[config.mk]
export PLATFORM = sky130hd
export DESIGN_NAME = vga_stream_source
export DESIGN_NICKNAME = d
export VERILOG_FILES = /design/src/rtl/vga_stream_pkg.sv /design/src/rtl/mod_counter.sv /design/src/rtl/vga_stream_source.sv
export SDC_FILE = /design/constraint.sdc
export NUM_CORES = 1
export LEC_CHECK = 0
export CAP_MARGIN = 25
export CORE_MARGIN = 8
export CORE_UTILIZATION = 38
export DETAILED_ROUTE_END_ITERATION = 8
export GPL_TIMING_DRIVEN = 0
export SLEW_MARGIN = 20
export SYNTH_ARGS = -nofsm -noshare
export SYNTH_HDL_FRONTEND = slang
export SYNTH_SLANG_ARGS = --single-unit
[constraint.sdc]
create_clock -name px_clk -period 2.8 [get_ports px_clk]
set_clock_uncertainty 0.2 [all_clocks]
set_input_delay 0.56 -clock px_clk [delete_from_list [all_inputs] [get_ports px_clk]]
set_output_delay 0.56 -clock px_clk [all_outputs]
set_load 0.1 [all_outputs]
[src/rtl/vga_stream_pkg.sv]
// ---------------------------------------------------------------------------
// vga_stream_pkg
// Shared definitions for the VGA stream source:
//   - bit positions of every field in the 26-bit RGB stream word
//   - default 640x480@60 timing constants (800 x 525 totals)
//   - the stream word typedef and its reset value
// No ports (package).
// ---------------------------------------------------------------------------
package vga_stream_pkg;

    // Stream word field positions
    localparam int ACTIVE_BIT = 0;
    localparam int VS_BIT     = 1;
    localparam int HS_BIT     = 2;
    localparam int YC_LSB     = 3;
    localparam int YC_MSB     = 12;
    localparam int XC_LSB     = 13;
    localparam int XC_MSB     = 22;
    localparam int R_BIT      = 23;
    localparam int G_BIT      = 24;
    localparam int B_BIT      = 25;
    localparam int RGB_LSB    = 23;
    localparam int RGB_MSB    = 25;
    // Raw VGA control triplet {HS, VS, Active}
    localparam int VGA_LSB    = 0;
    localparam int VGA_MSB    = 2;

    localparam int COORD_W    = 10;

    // Default 640x480 timing
    localparam int DEF_H_ACTIVE = 640;
    localparam int DEF_H_FP     = 16;
    localparam int DEF_H_SYNC   = 96;
    localparam int DEF_H_BP     = 48;
    localparam int DEF_V_ACTIVE = 480;
    localparam int DEF_V_FP     = 10;
    localparam int DEF_V_SYNC   = 2;
    localparam int DEF_V_BP     = 33;

    typedef logic [25:0] rgb_stream_t;

    // Word driven while in reset: syncs idle high, everything else zero
    localparam rgb_stream_t IDLE_WORD = 26'h000_0006;

endpackage

[src/rtl/mod_counter.sv]
// ---------------------------------------------------------------------------
// mod_counter
// Wrap counter: counts 0..MAX while en_i is high, then wraps to 0.
// Ports:
//   clk     : clock
//   srst    : synchronous active-high reset (count -> 0)
//   en_i    : count enable
//   count_o : current count
// ---------------------------------------------------------------------------
module mod_counter #(
    parameter int WIDTH = 10,
    parameter int MAX   = 799
) (
    input  logic             clk,
    input  logic             srst,
    input  logic             en_i,
    output logic [WIDTH-1:0] count_o
);

    logic [WIDTH-1:0] count_q;
    logic [WIDTH-1:0] count_d;

    always_comb begin
        count_d = count_q;
        if (en_i) begin
            count_d = (count_q == WIDTH'(MAX)) ? '0 : count_q + WIDTH'(1);
        end
    end

    always_ff @(posedge clk) begin
        if (srst) begin
            count_q <= '0;
        end else begin
            count_q <= count_d;
        end
    end

    assign count_o = count_q;

endmodule

[src/rtl/vga_stream_source.sv]
// ---------------------------------------------------------------------------
// vga_stream_source
// Generates a VGA timing stream: pixel/line counters, sync and active flags,
// coordinates and colour, all registered one cycle after the counter state.
// Ports:
//   px_clk      : pixel clock (only clock)
//   reset       : synchronous active-high reset
//   bg_color    : {B,G,R} colour for active pixels when no test pattern
//   RGBStr_o    : 26-bit stream {B,G,R,XC[9:0],YC[9:0],HS,VS,Active}
//   frame_start : one-cycle pulse on the word with XC=0, YC=0
//   line_start  : one-cycle pulse on every word with XC=0
// Build option:
//   TEST_PATTERN_EN : when defined, active colour is an 8-bar colour index
//                     ({B,G,R}=bar) and bg_color is ignored.
// ---------------------------------------------------------------------------
module vga_stream_source
    import vga_stream_pkg::*;
#(
    parameter int H_ACTIVE = DEF_H_ACTIVE,
    parameter int H_FP     = DEF_H_FP,
    parameter int H_SYNC   = DEF_H_SYNC,
    parameter int H_BP     = DEF_H_BP,
    parameter int V_ACTIVE = DEF_V_ACTIVE,
    parameter int V_FP     = DEF_V_FP,
    parameter int V_SYNC   = DEF_V_SYNC,
    parameter int V_BP     = DEF_V_BP
) (
    input  logic        px_clk,
    input  logic        reset,
    input  logic [2:0]  bg_color,
    output rgb_stream_t RGBStr_o,
    output logic        frame_start,
    output logic        line_start
);

    localparam int H_TOTAL  = H_ACTIVE + H_FP + H_SYNC + H_BP;
    localparam int V_TOTAL  = V_ACTIVE + V_FP + V_SYNC + V_BP;
    localparam int HS_START = H_ACTIVE + H_FP;
    localparam int HS_END   = HS_START + H_SYNC;
    localparam int VS_START = V_ACTIVE + V_FP;
    localparam int VS_END   = VS_START + V_SYNC;

    logic [COORD_W-1:0] hc;
    logic [COORD_W-1:0] vc;
    logic               hc_last;

    assign hc_last = (hc == COORD_W'(H_TOTAL - 1));

    mod_counter #(.WIDTH(COORD_W), .MAX(H_TOTAL - 1)) u_hc (
        .clk     (px_clk),
        .srst    (reset),
        .en_i    (1'b1),
        .count_o (hc)
    );

    // Vertical counter only moves on the horizontal wrap cycle
    mod_counter #(.WIDTH(COORD_W), .MAX(V_TOTAL - 1)) u_vc (
        .clk     (px_clk),
        .srst    (reset),
        .en_i    (hc_last),
        .count_o (vc)
    );

    logic [2:0] active_rgb;

`ifdef TEST_PATTERN_EN
    // Bar index tracks hc incrementally: a pixel-within-bar counter steps the
    // bar every BAR_W pixels, and both restart when the line wraps.
    localparam int BAR_W = H_ACTIVE / 8;

    logic [COORD_W-1:0] bar_pix_q, bar_pix_d;
    logic [2:0]         bar_q, bar_d;

    always_comb begin
        bar_pix_d = bar_pix_q;
        bar_d     = bar_q;
        if (hc_last) begin
            bar_pix_d = '0;
            bar_d     = '0;
        end else if (bar_pix_q == COORD_W'(BAR_W - 1)) begin
            bar_pix_d = '0;
            bar_d     = bar_q + 3'd1;
        end else begin
            bar_pix_d = bar_pix_q + COORD_W'(1);
        end
    end

    always_ff @(posedge px_clk) begin
        if (reset) begin
            bar_pix_q <= '0;
            bar_q     <= '0;
        end else begin
            bar_pix_q <= bar_pix_d;
            bar_q     <= bar_d;
        end
    end

    assign active_rgb = bar_q;
`else
    assign active_rgb = bg_color;
`endif

    logic        active_d;
    logic        hs_d;
    logic        vs_d;
    rgb_stream_t word_d;
    rgb_stream_t stream_q;
    logic        frame_start_q;
    logic        line_start_q;

    always_comb begin
        active_d = (hc < COORD_W'(H_ACTIVE)) && (vc < COORD_W'(V_ACTIVE));
        hs_d     = !((hc >= COORD_W'(HS_START)) && (hc < COORD_W'(HS_END)));
        vs_d     = !((vc >= COORD_W'(VS_START)) && (vc < COORD_W'(VS_END)));

        word_d                  = '0;
        word_d[ACTIVE_BIT]      = active_d;
        word_d[VS_BIT]          = vs_d;
        word_d[HS_BIT]          = hs_d;
        word_d[YC_MSB:YC_LSB]   = vc;
        word_d[XC_MSB:XC_LSB]   = hc;
        word_d[RGB_MSB:RGB_LSB] = active_d ? active_rgb : 3'b000;
    end

    // Pulses share the output register stage with the stream word
    always_ff @(posedge px_clk) begin
        if (reset) begin
            stream_q      <= IDLE_WORD;
            frame_start_q <= 1'b0;
            line_start_q  <= 1'b0;
        end else begin
            stream_q      <= word_d;
            frame_start_q <= (hc == '0) && (vc == '0);
            line_start_q  <= (hc == '0);
        end
    end

    assign RGBStr_o    = stream_q;
    assign frame_start = frame_start_q;
    assign line_start  = line_start_q;

endmodule

Word level (Yosys, flattened, before mapping). Index checks and enable logic that the tools add are counted.

Register bits after elaboration: 48. Latch bits: 0. Memory bits (writable): 0. Memory bits (read-only): 0. Input port bits: 5. Output and inout bits: 28. Word-level logic and storage cells: 28. Memories: 0.

Add/subtract/negate cells: 2. $mul: 0. Div/mod/pow operators: 0. $lt $le $gt $ge: 6. Eq/ne operators: 2. Shift operators: 0. Mux-type cells: 1. Bitwise gates (word level): 1. Reduce and logical (&&, ||, !) cells: 10.

Operator list (number): $add 10x1->10 const B (2); $eq 10x10->1 const B (2); $logic_not 10->1 (2); $lt 10x10->1 const B (2); $lt 10x9->1 const B (2); $ge 10x10->1 const B (1); $ge 10x9->1 const B (1); $mux 10 (1); $logic_and 1x1->1 (4); $reduce_or 2->1 (2); $logic_not 1->1 (2); $not 1->1 (1).

Logic depth before layout (Yosys ltp). Gate-level depths: netlist of the first run.

Depth after elaboration: 4. Gate-level depth with buffers: 6.

Cells and area by module. A second synthesis of the first run with hierarchy kept.

Cells, all modules: 183. Area, all modules: 1861.8 um^2.

By module, submodules not included: vga_stream_source (instances 1, cells an instance 75, area each 855.8 um^2); mod_counter (u_vc) (instances 1, cells an instance 55, area each 504.2 um^2); mod_counter (u_hc) (instances 1, cells an instance 53, area each 501.7 um^2).

Worst setup path after synthesis of the first run. Ideal clock, no wire load.

Kind: reg-to-reg. Start: reg u_hc.count_q[0] (netlist: u_hc.count_o[0]). End: reg u_vc.count_q[7] (netlist: u_vc.count_o[7]). Library setup time: 0.070 ns. Data arrival time: 1.729 ns. Slack: 0.801 ns. Stages on the path, launching flop included: 6. Buffers on the path: 0. Clock period less this slack: 1.999 ns. Path through: dfxtp_1 > ha_1 > nand4_2 > or4_4 > or3_1 > a21oi_1.

Word-level cells in the longest chain between the ends: 1.

Ends and longest elaborated chain: start: declaration (RTL line mod_counter.sv:20) `logic [WIDTH-1:0] count_q;`; start signal: assignment (RTL line mod_counter.sv:34) `count_q <= count_d;`; $eq 10x10->1 (RTL line vga_stream_source.sv:47) `assign hc_last = (hc == COORD_W'(H_TOTAL - 1));`; end signal: assignment (RTL line mod_counter.sv:34); end: declaration (RTL line mod_counter.sv:20).

No other way between the ends. A chain may end at the register's enable or synchronous reset.

Final worst setup path of the first run.
Start: reg stream_q[4] (netlist: RGBStr_o[4]). End: out RGBStr_o[4].

RTL lines: start: declaration (RTL line vga_stream_source.sv:107) `rgb_stream_t stream_q;`; start signal: assignment (RTL line vga_stream_source.sv:132) `stream_q <= word_d;`; end: declaration (RTL line vga_stream_source.sv:31) `output rgb_stream_t RGBStr_o,`.

No word-level cell between the ends.

==> results.txt, run 1 <==
- GR Overflow Total: 0
* Synth top area share: 54.74%
- Number of distinct standard cells referenced by the synthesized netlist: 34
- In this run the register-to-register setup slack is 590 ps.
- In this run the static leakage power is 0.8358 nW.
- In the finished design, the share of the clock period the worst path needs comes to 89.91%.
- Dividing total power by cell area gives a power density of 554.0 nW/µm².
- Proportion of power drawn by flip-flops and latches: 56.8%
- Detailed-route wire length per cell: 13.69 µm
* Total wirelength of the detailed-routed design: 3697 µm
* IO Pins: 33
- Pin count of the biggest net entering global routing: 14
- CTS sink count: 48
- Once detail routing completed, the nets flagged for antenna violations numbered 0.
- Clock power share: 33.6%
- The floorplan step set the die width to 83.97 µm.
* Worst ir drop on vdd: 0.2627 mV
- Worst slew margin relative to its limit: 34.20%
* Die boundary height: 83.97 µm
- By area the synthesized netlist is led by dfxtp_1 55%, nor2b_1 6.1%, nor2_1 5.1%.
- CTS Hold Buffers Added: 0
* Clock root cell: clkbuf_8
* Global placer's final weighted congestion: 0.8358
- In this design, the stage delay of the slowest critical-path cell is 1140 ps.
- Via-to-Cell Ratio: 4.881
- After detailed routing, the number of remaining DRC violations is 0.
- When the netlist entered floorplanning its net count stood at 188.
* Number of enable flip-flop cells after synthesis: 0
- Net switching is 24.81% of the power.
* Crit path max fanout: 1
* Routed via count: 1,318
* Placeable core area: 4414 µm²
- Highest clock frequency the design can meet: 0.3972 GHz
* Crit path arrival time: 1760 ps
- The initial antenna violation count is 0.
- The H-tree was split into 2 levels.
* CTS tree: yes
- Layout overhead on the synthesized area: 26.51%
* Antenna cell count: 0
* Sequential standard cell area: 960.9 µm²
- Net switching power: 305.3 µW
- The library cell used most frequently in the layout, excluding fill and tap cells, is dfxtp_1.
* Class of the tightest hold or removal check: register to register
- Slowest-stage cell, CP: clkdlybuf4s50_1
- Walking the worst path, the cells encountered are clkdlybuf4s50_1.
- For this run, asynchronously set or reset flops after synthesis account for 0%.
* Cell area after placement: 2131 µm²
* Via count of the first global-routing pass: 1,335
- Worst Setup Start Kind: register
- The worst setup path is captured at an output port.
* Synthesis-stage register bit count: 48
* Warnings, synthesis: 0
* Largest area contributor in the synthesized netlist: dfxtp_1
* DRC violation total after the first TritonRoute iteration: 89
- The layout has 403 filler cells.
- Crit-path leading delay family: buffers and inverters
- Pins Over Slew Limit: 0
- Outcome: completed
* Setup total negative slack: 0 ps
* Required time at the worst-slack endpoint: 2040 ps
- Nets: 226
* Total GRT Usage: 10.65%
- Full die area: 7050 µm²
- The tool flagged a number of max-cap violations equal to 0.
* Sequential area share after synthesis: 54.74%
- Worst skew pair latency: 300 ps
* Final count of hold timing violations: 0
- Maximum root-to-sink buffer count: 2
- CTS Buf Count: 5
- Once the clock tree was built, the setup fixing pass inserted 0 buffers.
- Critical path class: register to output port
- Total power consumption of the routed design: 1.230 mW
* Average footprint of a synthesized cell: 9.807 µm²
- In the final layout, the share of cells above drive strength 1 is 5.505%.
* Worst Max-Slew Pin Slew: 983.9 ps
- Drt pass-1 iters: 4
- Final design utilization: 50.31%
* P_int: 925.0 µW
* Tmin final: 2517 ps
- HPWL after DPL: 2707 µm
- The first global-routing pass estimated 6210 µm of wire.
* Total of buffers placed on input and output ports: 31
- Dominant register cell in the synthesized netlist: dfxtp_1
- Cell count after synthesis: 179
- Row generation in the floorplan step produced 24 rows.
- Together, buffers and inverters on the worst path number 1.
- Post-Synthesis Cell Area: 1755 µm²
- After routing the design area is 2221 µm².
* Most frequent cells in the layout: 48 x dfxtp_1, 31 x clkdlybuf4s50_1, 24 x nor2_1, 17 x nor2b_1
- Clk pin slew, worst setup/hold paths: 80 ps
- Portion of total power attributed to combinational logic: 9.6%
- Once the clock tree was built, the resizer swapped 0 gates to a different size.
- Once the floorplan was initialized, standard cells occupied 39.77% of the core.
- Setup repair after global routing left no endpoint under its margin.
- In the final layout, the multi-input gates occupy 730.7 µm².
* Total of endpoints with negative setup slack in the final report: 0
==> power groups by stage <==
stage | sequential (mW) | clock (mW) | combinational, mW
floorplan | 0.777 | 0 | 0.0256
global placement | 0.715 | 0 | 0.117
detailed placement | 0.715 | 0 | 0.119
CTS | 0.699 | 0.425 | 0.119
global route | 0.701 | 0.455 | 0.124
finish | 0.699 | 0.413 | 0.118
==> cell usage after synthesis (2+ instances only) <==
master / instances
nor2b_1: 17
or3_1: 2
nand4_1: 4
buf_2: 2
nor4_1: 3
nor3_1: 3
and4_1: 3
nand2_1: 8
inv_1: 7
mux2i_1: 2
nor2_1: 24
clkbuf_1: 5
o21ai_0: 4
and2_1: 3
or4_1: 2
a21oi_1: 3
and3_1: 4
dfxtp_1: 48
ha_1: 4
nand3_1: 5
xnor2_1: 6
xor2_1: 8
==> routing by layer <==
metal  GRT usage [%]  share of wire (%)
met5               0                  0
met4           4.710               0.60
met3           4.980                7.1
met2           16.77                 46
met1           11.95                 47
==> final cells by class <==
| class | count | share of cell area, % |
|---|---|---|
| Inverter | 7 | 1.183 |
| Buffer | 9 | 1.690 |
| Sequential cell | 48 | 43.27 |
| Multi-Input combinational cell | 115 | 32.90 |
| Clock buffer | 8 | 4.056 |
| Tap cell | 52 | 2.930 |
| Timing Repair Buffer | 31 | 13.97 |
==> kinds of logic after synthesis <==
group,Yosys count,synth area share (%)
flops,48,54.74
compound gates,8,2.566
simple gates,87,28.08
buf+inv,16,3.635
xor+xnor,14,6.985
mux,2,1.140
fa+ha+maj,4,2.851
==> state kept, by name, indices dropped and copies added (netlist names) <==
register      flops
frame_start       1
RGBStr_o         26
line_start        1
u_hc.count_o     10
u_vc.count_o     10
==> final timing paths <==
check,endpoint,depth (start not counted),startpoint
setup reg to reg,u_vc.count_o[9],5,u_hc.count_o[0]
hold reg to reg,u_hc.count_o[0],1,u_hc.count_o[0]
hold / removal,u_hc.count_o[0],1,u_hc.count_o[0]
setup / recovery,RGBStr_o[4],1,RGBStr_o[4]
==> metrics by stage <==
stage / setup slack (ps) / hold WS [ps] / instances
finish: 282.7 / 300.3 / 270
global route: 239.5 / 324.7 / 270
CTS: 265.3 / 300.0 / 270
detailed placement: 598.4 / 279.9 / 262
global placement: 615.0 / 255.7 / 262
floorplan: 801.3 / 237.7 / 179
Power figures use the tool's default switching activity.
==> run 2, diff against run 1 <==
==> constraint.sdc (replaced) <==
create_clock -name px_clk -period 3.14 [get_ports px_clk]
set_clock_uncertainty 0.2 [all_clocks]
set_input_delay 0.628 -clock px_clk [delete_from_list [all_inputs] [get_ports px_clk]]
set_output_delay 0.628 -clock px_clk [all_outputs]
set_load 0.1 [all_outputs]
==> results of run 2 <==
Same layout as run 1 (identical final DEF). Status: completed.
Main changes from that run: setup slack after placement 598.4 ps -> 870.4 ps; setup slack after layout 282.7 ps -> 554.7 ps; register-to-register setup slack 590 ps -> 930 ps; total power 1.230 mW -> 1.097 mW; worst IR drop on VDD 0.2627 mV -> 0.2343 mV
==> run 3, diff against run 2 <==
==> constraint.sdc (replaced) <==
create_clock -name px_clk -period 2.4 [get_ports px_clk]
set_clock_uncertainty 0.2 [all_clocks]
set_input_delay 0.48 -clock px_clk [delete_from_list [all_inputs] [get_ports px_clk]]
set_output_delay 0.48 -clock px_clk [all_outputs]
set_load 0.1 [all_outputs]
==> run 3 against run 2 <==
Utilization down 0.79 points; power up 30%; count of clock-buffer cells in the layout unchanged; die area stayed put; sequential cell count unchanged; highest routed layer unchanged.
==> results.txt, run 3 (same netlist as run 1, synthesis figures left out) <==
- Outcome: completed (unchanged).
- The clock transition time at the flip-flop clock pins of the worst setup and hold paths is 80 ps (about the same).
- Detailed-route wire length per cell: 13.68 µm (was 13.69 µm)
* Full die area: 7050 µm² (unchanged)
- The DRC violation count after routing came to 0 (unchanged).
* Class of the tightest hold or removal check: register to register (unchanged)
- The overall power consumption was 1.429 mW (was 1.097 mW).
- Static leakage power: 0.9437 nW (was 0.8358 nW)
* Endpoint type of the worst setup path: register (was output port)
* Number of placed instances with taps included: 262 (unchanged)
* Number of antenna violations at the first check in global routing: 0 (unchanged)
* Clock root cell: clkbuf_8 (unchanged)
- Crit path arrival time: 2240 ps (was 1760 ps)
* Worst skew pair latency: 300 ps (about the same)
- Setup total negative slack: 0 ps (unchanged)
- Final count of hold timing violations: 0 (unchanged)
- Pin count of the biggest net entering global routing: 14 (unchanged)
- The initial standard-cell utilization of the core came to 39.77% (unchanged).
- The cell area power density is 653.5 nW/µm² (was 494.0 nW/µm²).
- The clock tree from TritonCTS was yes (unchanged).
- Die X: 83.97 µm (unchanged)
* Global placer's final weighted congestion: 0.8358 (unchanged)
- The flip-flop count of the largest register, all copies and words added is 26 (unchanged).
- The post-route core utilization came to 49.52% (was 50.31%).
- Total wirelength of the detailed-routed design: 3694 µm (was 3697 µm)
* Crit path max fanout: 5 (was 1)
* Required time at the worst-slack endpoint: 2430 ps (was 2310 ps)
- Unrepaired setup endpoints after global routing: false (unchanged)
- The first-pass GRT wire length came to 6223 µm (was 6210 µm).
- Maximum root-to-sink buffer count: 2 (unchanged)
- Total GRT Usage: 10.67% (was 10.65%)
- DRC violation total after the first TritonRoute iteration: 89 (unchanged)
* Nets: 226 (unchanged)
- Share of layout cells above drive strength 1: 5.505% (unchanged)
- CTS Buf Count: 5 (unchanged)
- Worst slew margin relative to its limit: 35.31% (was 34.20%)
- The number of standard cells in the final layout excluding fillers came to 270 (unchanged).
- The number of ports placed on the die boundary was 33 (unchanged).
- The final critical path takes up 92.10% of the cycle.
- The number of vias after detailed routing came to 1,317 (was 1,318).
- The worst-margin pin slew is 974.2 ps (was 983.9 ps).
* # rows: 24 (unchanged)
* Number of routed nets with antenna violations: 0 (unchanged)
* Worst ir drop on vdd: 0.3016 mV (was 0.2343 mV)
- The maximum level of the CTS H-tree is 2 (unchanged).
- Drt pass-1 iters: 4 (unchanged)
- The via count of the first global-routing pass was 1,335 (unchanged).
- Most frequent cells in the layout: 48 x dfxtp_1, 28 x dlygate4sd2_1, 24 x nor2_1, 17 x nor2b_1 (was 48 x dfxtp_1, 31 x clkdlybuf4s50_1, 24 x nor2_1, 17 x nor2b_1)
- Layout overhead on the synthesized area: 24.52% (was 26.51%)
- The HPWL after detailed placement is 2707 µm (unchanged).
- The number of max-slew violations in the final report came to 0 (unchanged).
- The total clock sinks is 48 (unchanged).
- Total of buffers placed on input and output ports: 31 (unchanged)
- The startpoint class of the critical path is a register (unchanged).
- Number of fillers in the final layout: 416 (was 403)
* CTS Hold Buffers Added: 0 (unchanged)
* Worst Slack Setup Final: 189.6 ps (was 554.7 ps)
* Tmin final: 2210 ps
- Via-to-Cell Ratio: 4.878 (was 4.881)
* Max-cap check violation count: 0 (unchanged)
- Critical path class: register to register (was register to output port)
- Antenna cell count: 0 (unchanged)
- The post-placement worst setup slack was 226.5 ps (was 870.4 ps).
- Placeable core area: 4414 µm² (unchanged)
* GR Overflow Total: 0 (unchanged)
- Total of endpoints with negative setup slack in the final report: 0 (unchanged)
- Highest clock frequency the design can meet: 0.4524 GHz
* Die boundary height: 83.97 µm (unchanged)
- The most common cell after layout, fill and taps aside was dfxtp_1 (unchanged).
==> run 3: final cells by class <==
| class | count | area (µm²) | share of cell area (%) |
|---|---|---|---|
| clock buffers | 8 | 90.09 | 4.121 |
| multi-input cells | 115 | 730.7 | 33.43 |
| inverters | 7 | 26.28 | 1.202 |
| well taps | 52 | 65.06 | 2.977 |
| flip-flops and latches | 48 | 960.9 | 43.96 |
| plain buffers | 9 | 37.54 | 1.717 |
| repair buffers | 31 | 275.3 | 12.59 |
==> run 3: worst paths after layout <==
kind	start	end	slack [ps]	cells past startpoint
max	u_hc.count_o[0]	u_vc.count_o[9]	190	5
min	u_hc.count_o[0]	u_hc.count_o[0]	300	1
max reg2reg	u_hc.count_o[0]	u_vc.count_o[9]	190	5
min reg2reg	u_hc.count_o[0]	u_hc.count_o[0]	300	1
==> run 3: repair_timing <==
action / in CTS / in global routing
resized for setup: 28 / 0
endpoints found under the setup margin: 28 / 0
buffers inserted: 0 / 0
==> run 3: stage by stage <==
step,hold WS [ps],instance area (µm²)
after global routing,324.7,2186
after CTS,300.0,2186
after detailed placement,279.9,2131
after floorplan,237.7,1755
after global placement,255.7,2131
final,300.4,2186
==> run 3: layer usage <==
metal / share of wire (%) / GRT usage (%) / up-vias
met5: 0 / 0 / -
met4: 0.60 / 4.710 / 0
met3: 6.4 / 4.688 / 2
met2: 45 / 16.77 / 37
met1: 48 / 12.18 / 610
li1: - / - / 668
==> run 3: critical path, cell delays in order (launching register included) <==
cell     delay [ps]
dfxtp_1         400
ha_1            270
nand4_2         200
or4_4           610
or3_1           330
a21oi_1         140
==> run 3: power breakdown <==
part | total [mW] | switching (mW) | internal [mW] | leakage [nW]
logic | 0.131 | 0.103 | 0.0274 | 0.509
registers | 0.815 | 0.00555 | 0.810 | 0.389
clock network | 0.483 | 0.247 | 0.235 | 0.0455
